**src/rtl/rca_lsq_if.sv**
```systemverilog
`timescale 1ns/1ps
`default_nettype none
// ============================================================================
//  Module      : rca_lsq_if
//  Description : OU-side request/response and data-memory port bundle of the
//                RCA load/store queue.
//  Revision    : 1.0 - initial release
// ============================================================================
interface rca_lsq_if #(
    parameter int XLEN = 32
);
    logic [XLEN-1:0] addr;
    logic [XLEN-1:0] data;
    logic [2:0]      fn3;
    logic            load;
    logic            store;
    logic            new_request;
    logic            lsq_full;
    logic [XLEN-1:0] load_data;
    logic            load_complete;
    logic [XLEN-1:0] mem_addr;
    logic [XLEN-1:0] mem_wdata;
    logic [3:0]      mem_be;
    logic            mem_we;
    logic            mem_req;
    logic            mem_ack;
    logic [XLEN-1:0] mem_rdata;
    logic            mem_rvalid;

    modport slave (
        input  addr, data, fn3, load, store, new_request,
        input  mem_ack, mem_rdata, mem_rvalid,
        output lsq_full, load_data, load_complete,
        output mem_addr, mem_wdata, mem_be, mem_we, mem_req
    );

    modport master (
        output addr, data, fn3, load, store, new_request,
        output mem_ack, mem_rdata, mem_rvalid,
        input  lsq_full, load_data, load_complete,
        input  mem_addr, mem_wdata, mem_be, mem_we, mem_req
    );
endinterface
`default_nettype wire

```
**src/rtl/rca_lsq.sv**
```systemverilog
`timescale 1ns/1ps
`default_nettype none
// ============================================================================
//  Module      : rca_lsq
//  Description : In-order load/store queue for RCA operation units; issues one
//                word-wide memory transaction at a time, returns extended loads.
//  Revision    : 1.0 - initial release
// ============================================================================
module rca_lsq #(
    parameter int DEPTH = 4,
    parameter int XLEN  = 32
) (
    input  wire logic  clk,
    input  wire logic  rst,
    rca_lsq_if.slave   lsq
);
    localparam int c_PTR_W = $clog2(DEPTH);
    localparam int c_CNT_W = c_PTR_W + 1;

    localparam logic [1:0] c_ST_IDLE = 2'd0;
    localparam logic [1:0] c_ST_REQ  = 2'd1;
    localparam logic [1:0] c_ST_WAIT = 2'd2;

    logic [XLEN-1:0]    r_q_addr [DEPTH];
    logic [XLEN-1:0]    r_q_data [DEPTH];
    logic [2:0]         r_q_fn3  [DEPTH];
    logic               r_q_load [DEPTH];

    logic [c_PTR_W-1:0] r_head;
    logic [c_PTR_W-1:0] r_tail;
    logic [c_CNT_W-1:0] r_count;
    logic [1:0]         r_state;
    logic [XLEN-1:0]    r_load_data;
    logic               r_load_complete;

    logic               w_full;
    logic               w_enq;
    logic               w_deq;
    logic               w_load_done;
    logic [1:0]         w_next_state;
    logic [XLEN-1:0]    w_head_addr;
    logic [XLEN-1:0]    w_head_data;
    logic [2:0]         w_head_fn3;
    logic               w_head_load;
    logic [1:0]         w_off;
    logic [3:0]         w_be;
    logic [XLEN-1:0]    w_wdata;
    logic [7:0]         w_byte;
    logic [15:0]        w_half;
    logic [XLEN-1:0]    w_ext_data;

    assign w_full      = (r_count == c_CNT_W'(DEPTH));
    assign w_enq       = lsq.new_request && !w_full && (lsq.load || lsq.store);

    assign w_head_addr = r_q_addr[r_head];
    assign w_head_data = r_q_data[r_head];
    assign w_head_fn3  = r_q_fn3[r_head];
    assign w_head_load = r_q_load[r_head];
    assign w_off       = w_head_addr[1:0];

    // A load accepted together with its data retires in the same cycle as a store would
    assign w_deq = ((r_state == c_ST_REQ) && lsq.mem_ack && (!w_head_load || lsq.mem_rvalid))
                || ((r_state == c_ST_WAIT) && lsq.mem_rvalid);
    assign w_load_done  = w_deq && w_head_load;
    assign w_next_state = (r_count > c_CNT_W'(1)) ? c_ST_REQ : c_ST_IDLE;

    always_comb begin
        w_be    = 4'hF;
        w_wdata = w_head_data;
        if (!w_head_load) begin
            case (w_head_fn3[1:0])
                2'b00: begin
                    w_be    = 4'b0001 << w_off;
                    w_wdata = {4{w_head_data[7:0]}};
                end
                2'b01: begin
                    w_be    = w_off[1] ? 4'b1100 : 4'b0011;
                    w_wdata = {2{w_head_data[15:0]}};
                end
                default: ;
            endcase
        end
    end

    assign w_byte = lsq.mem_rdata[{w_off, 3'b000} +: 8];
    assign w_half = lsq.mem_rdata[{w_off[1], 4'b0000} +: 16];

    always_comb begin
        case (w_head_fn3)
            3'b000:  w_ext_data = {{24{w_byte[7]}}, w_byte};
            3'b100:  w_ext_data = {24'd0, w_byte};
            3'b001:  w_ext_data = {{16{w_half[15]}}, w_half};
            3'b101:  w_ext_data = {16'd0, w_half};
            default: w_ext_data = lsq.mem_rdata;
        endcase
    end

    // Entry storage needs no reset: validity is tracked by the pointers and count
    always_ff @(posedge clk) begin
        if (w_enq) begin
            r_q_addr[r_tail] <= lsq.addr;
            r_q_data[r_tail] <= lsq.data;
            r_q_fn3[r_tail]  <= lsq.fn3;
            r_q_load[r_tail] <= lsq.load;
        end
    end

    always_ff @(posedge clk) begin
        if (rst) begin
            r_head          <= '0;
            r_tail          <= '0;
            r_count         <= '0;
            r_state         <= c_ST_IDLE;
            r_load_data     <= '0;
            r_load_complete <= 1'b0;
        end else begin
            r_load_complete <= 1'b0;
            if (w_enq) r_tail <= r_tail + 1'b1;
            if (w_deq) r_head <= r_head + 1'b1;
            case ({w_enq, w_deq})
                2'b10:   r_count <= r_count + 1'b1;
                2'b01:   r_count <= r_count - 1'b1;
                default: ;
            endcase
            if (w_load_done) begin
                r_load_data     <= w_ext_data;
                r_load_complete <= 1'b1;
            end
            case (r_state)
                c_ST_IDLE: if (r_count != '0) r_state <= c_ST_REQ;
                c_ST_REQ: begin
                    if (w_deq)            r_state <= w_next_state;
                    else if (lsq.mem_ack) r_state <= c_ST_WAIT;
                end
                c_ST_WAIT: if (w_deq) r_state <= w_next_state;
                default:   r_state <= c_ST_IDLE;
            endcase
        end
    end

    assign lsq.lsq_full      = w_full;
    assign lsq.load_data     = r_load_data;
    assign lsq.load_complete = r_load_complete;
    assign lsq.mem_req       = (r_state == c_ST_REQ);
    assign lsq.mem_addr      = {w_head_addr[XLEN-1:2], 2'b00};
    assign lsq.mem_we        = !w_head_load;
    assign lsq.mem_be        = w_be;
    assign lsq.mem_wdata     = w_wdata;
endmodule
`default_nettype wire

```
**src/flat_wrapper.sv**
```systemverilog
// flat-port wrapper written by rule: the top's interface ports become plain ports
module rca_lsq_flat 
#(
    parameter int DEPTH = 4,
    parameter int XLEN  = 32
)
  (clk, rst, lsq_addr, lsq_data, lsq_fn3, lsq_load, lsq_store, lsq_new_request, lsq_mem_ack, lsq_mem_rdata, lsq_mem_rvalid, lsq_lsq_full, lsq_load_data, lsq_load_complete, lsq_mem_addr, lsq_mem_wdata, lsq_mem_be, lsq_mem_we, lsq_mem_req);
  rca_lsq_if #(.XLEN(XLEN)) lsq_i ();
  input  wire logic clk;
  input  wire logic rst;
  input wire logic [$bits(lsq_i.addr)-1:0] lsq_addr;
  input wire logic [$bits(lsq_i.data)-1:0] lsq_data;
  input wire logic [$bits(lsq_i.fn3)-1:0] lsq_fn3;
  input wire logic [$bits(lsq_i.load)-1:0] lsq_load;
  input wire logic [$bits(lsq_i.store)-1:0] lsq_store;
  input wire logic [$bits(lsq_i.new_request)-1:0] lsq_new_request;
  input wire logic [$bits(lsq_i.mem_ack)-1:0] lsq_mem_ack;
  input wire logic [$bits(lsq_i.mem_rdata)-1:0] lsq_mem_rdata;
  input wire logic [$bits(lsq_i.mem_rvalid)-1:0] lsq_mem_rvalid;
  output wire logic [$bits(lsq_i.lsq_full)-1:0] lsq_lsq_full;
  output wire logic [$bits(lsq_i.load_data)-1:0] lsq_load_data;
  output wire logic [$bits(lsq_i.load_complete)-1:0] lsq_load_complete;
  output wire logic [$bits(lsq_i.mem_addr)-1:0] lsq_mem_addr;
  output wire logic [$bits(lsq_i.mem_wdata)-1:0] lsq_mem_wdata;
  output wire logic [$bits(lsq_i.mem_be)-1:0] lsq_mem_be;
  output wire logic [$bits(lsq_i.mem_we)-1:0] lsq_mem_we;
  output wire logic [$bits(lsq_i.mem_req)-1:0] lsq_mem_req;
  assign lsq_i.addr = lsq_addr;
  assign lsq_i.data = lsq_data;
  assign lsq_i.fn3 = lsq_fn3;
  assign lsq_i.load = lsq_load;
  assign lsq_i.store = lsq_store;
  assign lsq_i.new_request = lsq_new_request;
  assign lsq_i.mem_ack = lsq_mem_ack;
  assign lsq_i.mem_rdata = lsq_mem_rdata;
  assign lsq_i.mem_rvalid = lsq_mem_rvalid;
  assign lsq_lsq_full = lsq_i.lsq_full;
  assign lsq_load_data = lsq_i.load_data;
  assign lsq_load_complete = lsq_i.load_complete;
  assign lsq_mem_addr = lsq_i.mem_addr;
  assign lsq_mem_wdata = lsq_i.mem_wdata;
  assign lsq_mem_be = lsq_i.mem_be;
  assign lsq_mem_we = lsq_i.mem_we;
  assign lsq_mem_req = lsq_i.mem_req;
  rca_lsq #(.DEPTH(DEPTH), .XLEN(XLEN)) u_core (.clk(clk), .rst(rst), .lsq(lsq_i));
endmodule
```
**config.mk**
```make
export PLATFORM = sky130hd
export DESIGN_NAME = rca_lsq_flat
export DESIGN_NICKNAME = d
export VERILOG_FILES = /design/src/rtl/rca_lsq_if.sv /design/src/rtl/rca_lsq.sv /design/src/flat_wrapper.sv
export SDC_FILE = /design/constraint.sdc
export NUM_CORES = 1
export LEC_CHECK = 0
export ABC_AREA = 1
export CAP_MARGIN = 25
export CORE_MARGIN = 3
export CORE_UTILIZATION = 46
export CTS_BUF_LIST = sky130_fd_sc_hd__clkbuf_4 sky130_fd_sc_hd__clkbuf_8
export DETAILED_ROUTE_END_ITERATION = 12
export GPL_ROUTABILITY_DRIVEN = 0
export PLACE_DENSITY = 0.78
export SYNTH_ARGS = -nofsm -noshare
export SYNTH_HDL_FRONTEND = slang
export SYNTH_SLANG_ARGS = --single-unit
```
**constraint.sdc**
```tcl
create_clock -name clk -period 4.18 [get_ports clk]
set_clock_uncertainty 0.1 [all_clocks]
set_input_delay 0.627 -clock clk [delete_from_list [all_inputs] [get_ports clk]]
set_output_delay 0.627 -clock clk [all_outputs]
set_load 0.01 [all_outputs]
```
==> flow_summary_export.csv, run 1 <==
group,metric,value,unit
timing,hold_viol_final,0,
cts,clockBufferDepth,3,
synth,ys_top_cells_by_area,"edfxtp_1 62%, dfxtp_1 6.7%, o21ai_0 6.5%, nor2_1 5.2%, nand2_1 4.7%",
drt,ant_nets,0,
worst_setup_path,r2r_slack,1610,ps
cts,h-tree-depth,2,
placed_design,hpwl,20900,um
grt,grt_pass1_wl,50800,um
synth,synth-warning-count,0,
grt,gr-total-overflow,0,
timing,max_slew_margin,30.8,%
timing,fin_crit_sh,95.9,%
timing,fmax,249,MHz
final_layout,multi_input_area,0.00341,mm^2
floorplanning,die-area,0.0305,mm^2
power_and_ir_drop,power.density,470,mW/mm^2
drt,wirelength,33300,um
synth,syn_avg_cell_area,11.1,um^2
drt,wire_per_inst,18.4,um
drt,drc,0,
cts,clkSinkCount,316,
drt,vias,9762,
worst_setup_path,reg2reg_depth,10,
drt,firstDrtPassIters,5,
synth,synth.yosys.seq_area_share,69.2,%
final_layout,final_cell_mix,"272 x edfxtp_1, 207 x clkdlybuf4s50_1, 176 x nor2_1",
floorplanning,io_pins,210,
worst_setup_path,cp.arrival,3280,ps
final_layout,final_common_cell,"edfxtp_1",
cts,clk_latency,580,ps
cts,cts_root_buffer,"clkbuf_8",
final_layout,layout.nets,1500,
final_layout,finalNonFillerCells,1805,
worst_setup_path,crit_path_start_kind,"flip-flop",
grt,grt_pass1_vias,9379,
worst_setup_path,cp-endpoint,"lsq_mem_wdata[29]",
placed_design,post_dp_cell_area,0.0155,mm^2
synth,syn-cell-area,0.0131,mm^2
worst_setup_path,r2r-end,"u_core.lsq.load_data[14]",
hold_path,hold_path_class,"flip-flop to flip-flop",
flow_run,cap_violations,0,
worst_setup_path,path_class,"flip-flop to primary output",
synth,synth.distinct_cells,35,
grt,grtUsageTotal,21.2,%
floorplanning,initial_core_util,46.8,%
floorplanning,die_h,175,um
power_and_ir_drop,ir_drop,0.446,mV
power_and_ir_drop,p_leak,6.03,nW
timing,final.setup.tns,0,ps
worst_setup_path,endpoint_kind,"primary output",
final_layout,drive_gt1_share,8.70,%
placed_design,io_buffers,207,
final_layout,register_area,0.00905,mm^2
cts,cts_buffers,50,
final_layout,syn_to_final_growth,26.5,%
floorplanning,num_rows,61,
timing,setup_violations,0,
grt,grt_max_degree,69,
synth,syn_inst,1175,
synth,netlist.area_leader.share,62.5,%
placed_design,placedCellCount,1711,
drt,drt-initial-drc-count,1045,
drt,vias_per_cell,5.41,
cts,holdBufCountCts,0,
status,status,"finished clean",
final_layout,design_area,0.0165,mm^2
synth,synth-seq-cells,316,
worst_setup_path,crit_fanout,37,
timing,min_period,4010,ps
floorplanning,design.core.area,0.0279,mm^2
cts,cts_setup_buffers,0,
synth,yosys.area.top_type,"edfxtp_1",
timing,slew_viol_final,0,
grt,antenna_found_initial,6,
cts,cts_tree,"done",
cts,cts.clk_slew.worst_paths,60,ps
floorplanning,die_w,175,um
worst_setup_path,cp.required,3450,ps
final_layout,num-fill-cells,2206,
timing,worst_slew_pin_slew,1040,ps
[how the worst min path moves through the flow]
| stage | endpoint | slack, ps | start | cells after the start |
|---|---|---|---|---|
| 4_1_cts | u_core.lsq.load_data[1] | 380 | u_core.lsq.load_data[1] | 2 |
| 2_1_floorplan | u_core.r_count[2] | 360 | u_core.r_count[2] | 2 |
| 6_report | u_core.lsq.load_data[1] | 380 | u_core.lsq.load_data[1] | 2 |
| 3_3_place_gp | u_core.lsq.load_data[1] | 360 | u_core.lsq.load_data[1] | 2 |
| 3_5_place_dp | u_core.lsq.load_data[1] | 370 | u_core.lsq.load_data[1] | 2 |
| 5_1_grt | u_core.lsq.load_data[1] | 430 | u_core.lsq.load_data[1] | 2 |
[cells in the mapped netlist (all sizes together)]
cell / count
edfxtp: 272
nor2: 183
o21ai: 174
nand2: 170
inv: 88
nand3: 53
dfxtp: 44
a21oi: 41
o22ai: 38
clkbuf: 36
buf: 32
a32o: 8
ha: 8
o22a: 8
o221ai: 7
nand4: 4
o211ai: 3
a21boi: 1
a31oi: 1
clkinv: 1
conb: 1
nor3: 1
xor2: 1
[layer usage]
metal / share of wire [%] / up-vias / track usage (%) / wire length [um]
met2: 48 / 475 / 34.8 / 16000
met4: 2.0 / 8 / 6.45 / 667
li1: - / 4553 / - / -
met1: 40 / 4664 / 27.9 / 13500
met5: 0.15 / - / 0 / 49
met3: 9.2 / 62 / 5.52 / 3070
[what timing repair did]
| action | in CTS | in global routing |
|---|---|---|
| setup endpoints to repair | 8 | 18 |
| gates resized for setup | 2 | 10 |
| cloned | 0 | 1 |
[sequential cells by signal (all words and copies together) (netlist names), named ones only]
signal	flops
u_core.r_q_addr	128
u_core.r_q_data	128
u_core.lsq.load_complete	1
u_core.r_state	2
u_core.r_count	3
u_core.r_q_fn3	12
u_core.r_tail	2
u_core.r_q_load	4
u_core.lsq.load_data	32
u_core.r_head	2
[area by class of cell]
cell class	count	area share [%]
flip-flops and latches	316	54.7
repair buffers	225	13.7
clock inverters	26	1.10
clock buffers	65	4.84
diodes	2	0.0303
inverters	89	2.11
well taps	378	2.86
repair inverters	1	0.0454
multi-input cells	703	20.6
[critical path: stages (launching register included)]
cell	delay, ps
dfxtp_4	390
inv_6	220
nand2_1	150
nand3_2	110
nand2_4	180
nand2_1	130
buf_4	260
clkinvlp_4	270
o21ai_0	380
clkdlybuf4s50_1	610
[power breakdown]
part           internal, mW  switching, mW
sequential             3.58         0.0488
combinational         0.650          0.920
clock                  1.38           1.18
total                  5.62           2.15
[through the flow]
step	hold slack [ps]	setup WS [ps]	total power, mW	util (%)
after global placement	362	685	5.22	55.4
final	380	171	7.77	59.2
after floorplan	359	-191	4.49	-
after global routing	431	-10.1	8.13	59.2
after detailed placement	373	584	5.25	55.5
after CTS	382	-22.5	7.81	59.1
[kinds of logic (layout without fill, tap and decap cells)]
family | Yosys count | count (layout) | share of synthesized area (%)
compound gates | 281 | 281 | 12.0
other cells | 1 | 4 | 0.0287
flops | 316 | 316 | 69.2
simple gates | 411 | 411 | 12.9
fa+ha+maj | 8 | 8 | 0.766
buf+inv | 157 | 406 | 5.05
xor+xnor | 1 | 1 | 0.0670
Power figures use the tool's default switching activity.
==> inputs of run 2 (changes only) <==
--- a/config.mk
+++ b/config.mk
@@ -8,11 +8,11 @@
 export ABC_AREA = 1
 export CAP_MARGIN = 25
 export CORE_MARGIN = 3
-export CORE_UTILIZATION = 46
+export CORE_UTILIZATION = 50
 export CTS_BUF_LIST = sky130_fd_sc_hd__clkbuf_4 sky130_fd_sc_hd__clkbuf_8
 export DETAILED_ROUTE_END_ITERATION = 12
 export GPL_ROUTABILITY_DRIVEN = 0
-export PLACE_DENSITY = 0.78
+export PLACE_DENSITY = 0.83
 export SYNTH_ARGS = -nofsm -noshare
 export SYNTH_HDL_FRONTEND = slang
 export SYNTH_SLANG_ARGS = --single-unit
==> run 2 against run 1 <==
Against the previous run:
- maximum frequency decreased by 1.0%
- final area shrank 0.44%
- die area is 7.7% lower
- routed wire length is 2.3% higher
- highest routed layer is now met4
- combinational power about the same
- core utilization is 5.4 points higher
- sequential share of layout area up 0.24 points
- cell count fell by 2.8%
==> flow_summary_export.csv, run 2 (synthesized netlist as in run 1, its figures left out) <==
group,metric,value,unit
floorplanning,die_h,168,um
timing,rsz0062_at_grt,"true",
timing,fmax,247,MHz
hold_path,hold_path_class,"flip-flop to flip-flop",
worst_setup_path,cp.arrival,3320,ps
final_layout,final_cell_mix,"272 x edfxtp_1, 207 x clkdlybuf4s50_1, 176 x nor2_1",
power_and_ir_drop,power.density,473,mW/mm^2
status,status,"finished clean",
worst_setup_path,reg2reg_depth,10,
drt,firstDrtPassIters,6,
worst_setup_path,crit_fanout,29,
timing,setup_violations,0,
placed_design,io_buffers,207,
final_layout,drive_gt1_share,8.57,%
drt,drt-initial-drc-count,1249,
final_layout,finalNonFillerCells,1754,
cts,cts_setup_buffers,0,
timing,fin_crit_sh,96.9,%
floorplanning,num_rows,58,
cts,cts.clk_slew.worst_paths,60,ps
floorplanning,design.core.area,0.0255,mm^2
worst_setup_path,cp-endpoint,"lsq_mem_wdata[31]",
drt,wire_per_inst,19.4,um
grt,antenna_found_initial,1,
worst_setup_path,r2r_slack,1290,ps
final_layout,layout.nets,1500,
cts,clockBufferDepth,3,
drt,vias_per_cell,5.62,
cts,holdBufCountCts,0,
cts,clk_latency,570,ps
final_layout,design_area,0.0165,mm^2
final_layout,num-fill-cells,1836,
timing,hold_viol_final,0,
floorplanning,io_pins,210,
cts,cts_tree,"done",
cts,clkSinkCount,316,
floorplanning,die-area,0.0281,mm^2
timing,worst_slew_pin_slew,1050,ps
timing,max_slew_margin,30.2,%
cts,cts_root_buffer,"clkbuf_8",
placed_design,placedCellCount,1664,
timing,slew_viol_final,0,
power_and_ir_drop,ir_drop,0.315,mV
cts,cts_buffers,49,
grt,grtUsageTotal,23.3,%
worst_setup_path,endpoint_kind,"primary output",
timing,min_period,4050,ps
placed_design,post_dp_cell_area,0.0154,mm^2
placed_design,hpwl,21500,um
cts,h-tree-depth,2,
worst_setup_path,cp.required,3450,ps
worst_setup_path,r2r-end,"u_core.lsq.load_data[30]",
grt,gr-total-overflow,0,
floorplanning,initial_core_util,51.3,%
drt,ant_nets,0,
flow_run,cap_violations,0,
power_and_ir_drop,p_leak,6.05,nW
final_layout,multi_input_area,0.00341,mm^2
drt,wirelength,34000,um
floorplanning,die_w,168,um
grt,grt_pass1_wl,51800,um
worst_setup_path,path_class,"flip-flop to primary output",
final_layout,final_common_cell,"edfxtp_1",
grt,grt_pass1_vias,9484,
drt,drc,0,
worst_setup_path,crit_path_start_kind,"flip-flop",
grt,grt_max_degree,69,
drt,vias,9854,
final_layout,syn_to_final_growth,25.9,%
final_layout,register_area,0.00905,mm^2
==> run 2: report_power, final <==
| part | switching (mW) | internal (mW) | leakage [nW] | total, mW |
|---|---|---|---|---|
| sequential | 0.0509 | 3.59 | 2.84 | 3.64 |
| clock | 1.18 | 1.41 | 0.525 | 2.59 |
| combinational | 0.922 | 0.643 | 2.69 | 1.56 |
==> run 2: what timing repair did <==
item,in CTS,in global routing
resized for setup,1,3
pin swaps,0,0
endpoints found under the setup margin,1,16
==> run 2: routing by layer <==
layer	global-route usage [%]	wire (um)
met5	0	0
met4	9.04	1030
met3	4.53	3470
met2	36.9	16000
met1	32.1	13500
==> run 2: final cells by class <==
type	count	share of cell area, %
sequential	316	55.0
multi-input combinational	703	20.7
timing repair buffer	227	13.7
clock buffer	65	4.98
tap	330	2.51
inverter	89	2.06
clock inverter	23	1.03
antenna	1	0.0152
==> run 2: worst min path at each step <==
stage                                  startpoint                       to  depth (start not counted)
after floorplan                 u_core.r_count[2]        u_core.r_count[2]                          2
after detailed placement  u_core.lsq.load_data[1]  u_core.lsq.load_data[1]                          2
final                     u_core.lsq.load_data[1]  u_core.lsq.load_data[1]                          2
after CTS                 u_core.lsq.load_data[1]  u_core.lsq.load_data[1]                          2
after global routing      u_core.lsq.load_data[1]  u_core.lsq.load_data[1]                          2
after global placement    u_core.lsq.load_data[1]  u_core.lsq.load_data[1]                          2
==> run 2: metrics by stage <==
| step | total power, mW | hold slack (ps) | TNS (ps) | util, % | worst slack, ps |
|---|---|---|---|---|---|
| final | 7.79 | 376 | 0 | 64.6 | 130 |
| after global routing | 8.11 | 432 | -213 | 64.6 | -74.8 |
| after CTS | 7.81 | 377 | 0 | 64.5 | 10.7 |
| after detailed placement | 5.24 | 366 | 0 | 60.6 | 610 |
| after global placement | 5.21 | 369 | 0 | 60.6 | 655 |
| after floorplan | 4.49 | 359 | -51940 | - | -191 |
==> run 2: worst max-delay path, cell delays in order (launching register included) <==
cell and delay, ps:
dfxtp_4 380, inv_4 240, nand2_1 120, nand3_2 100
nand2_4 190, nand2_1 130, buf_4 220, inv_1 330
o21ai_1 410, clkdlybuf4s50_1 610
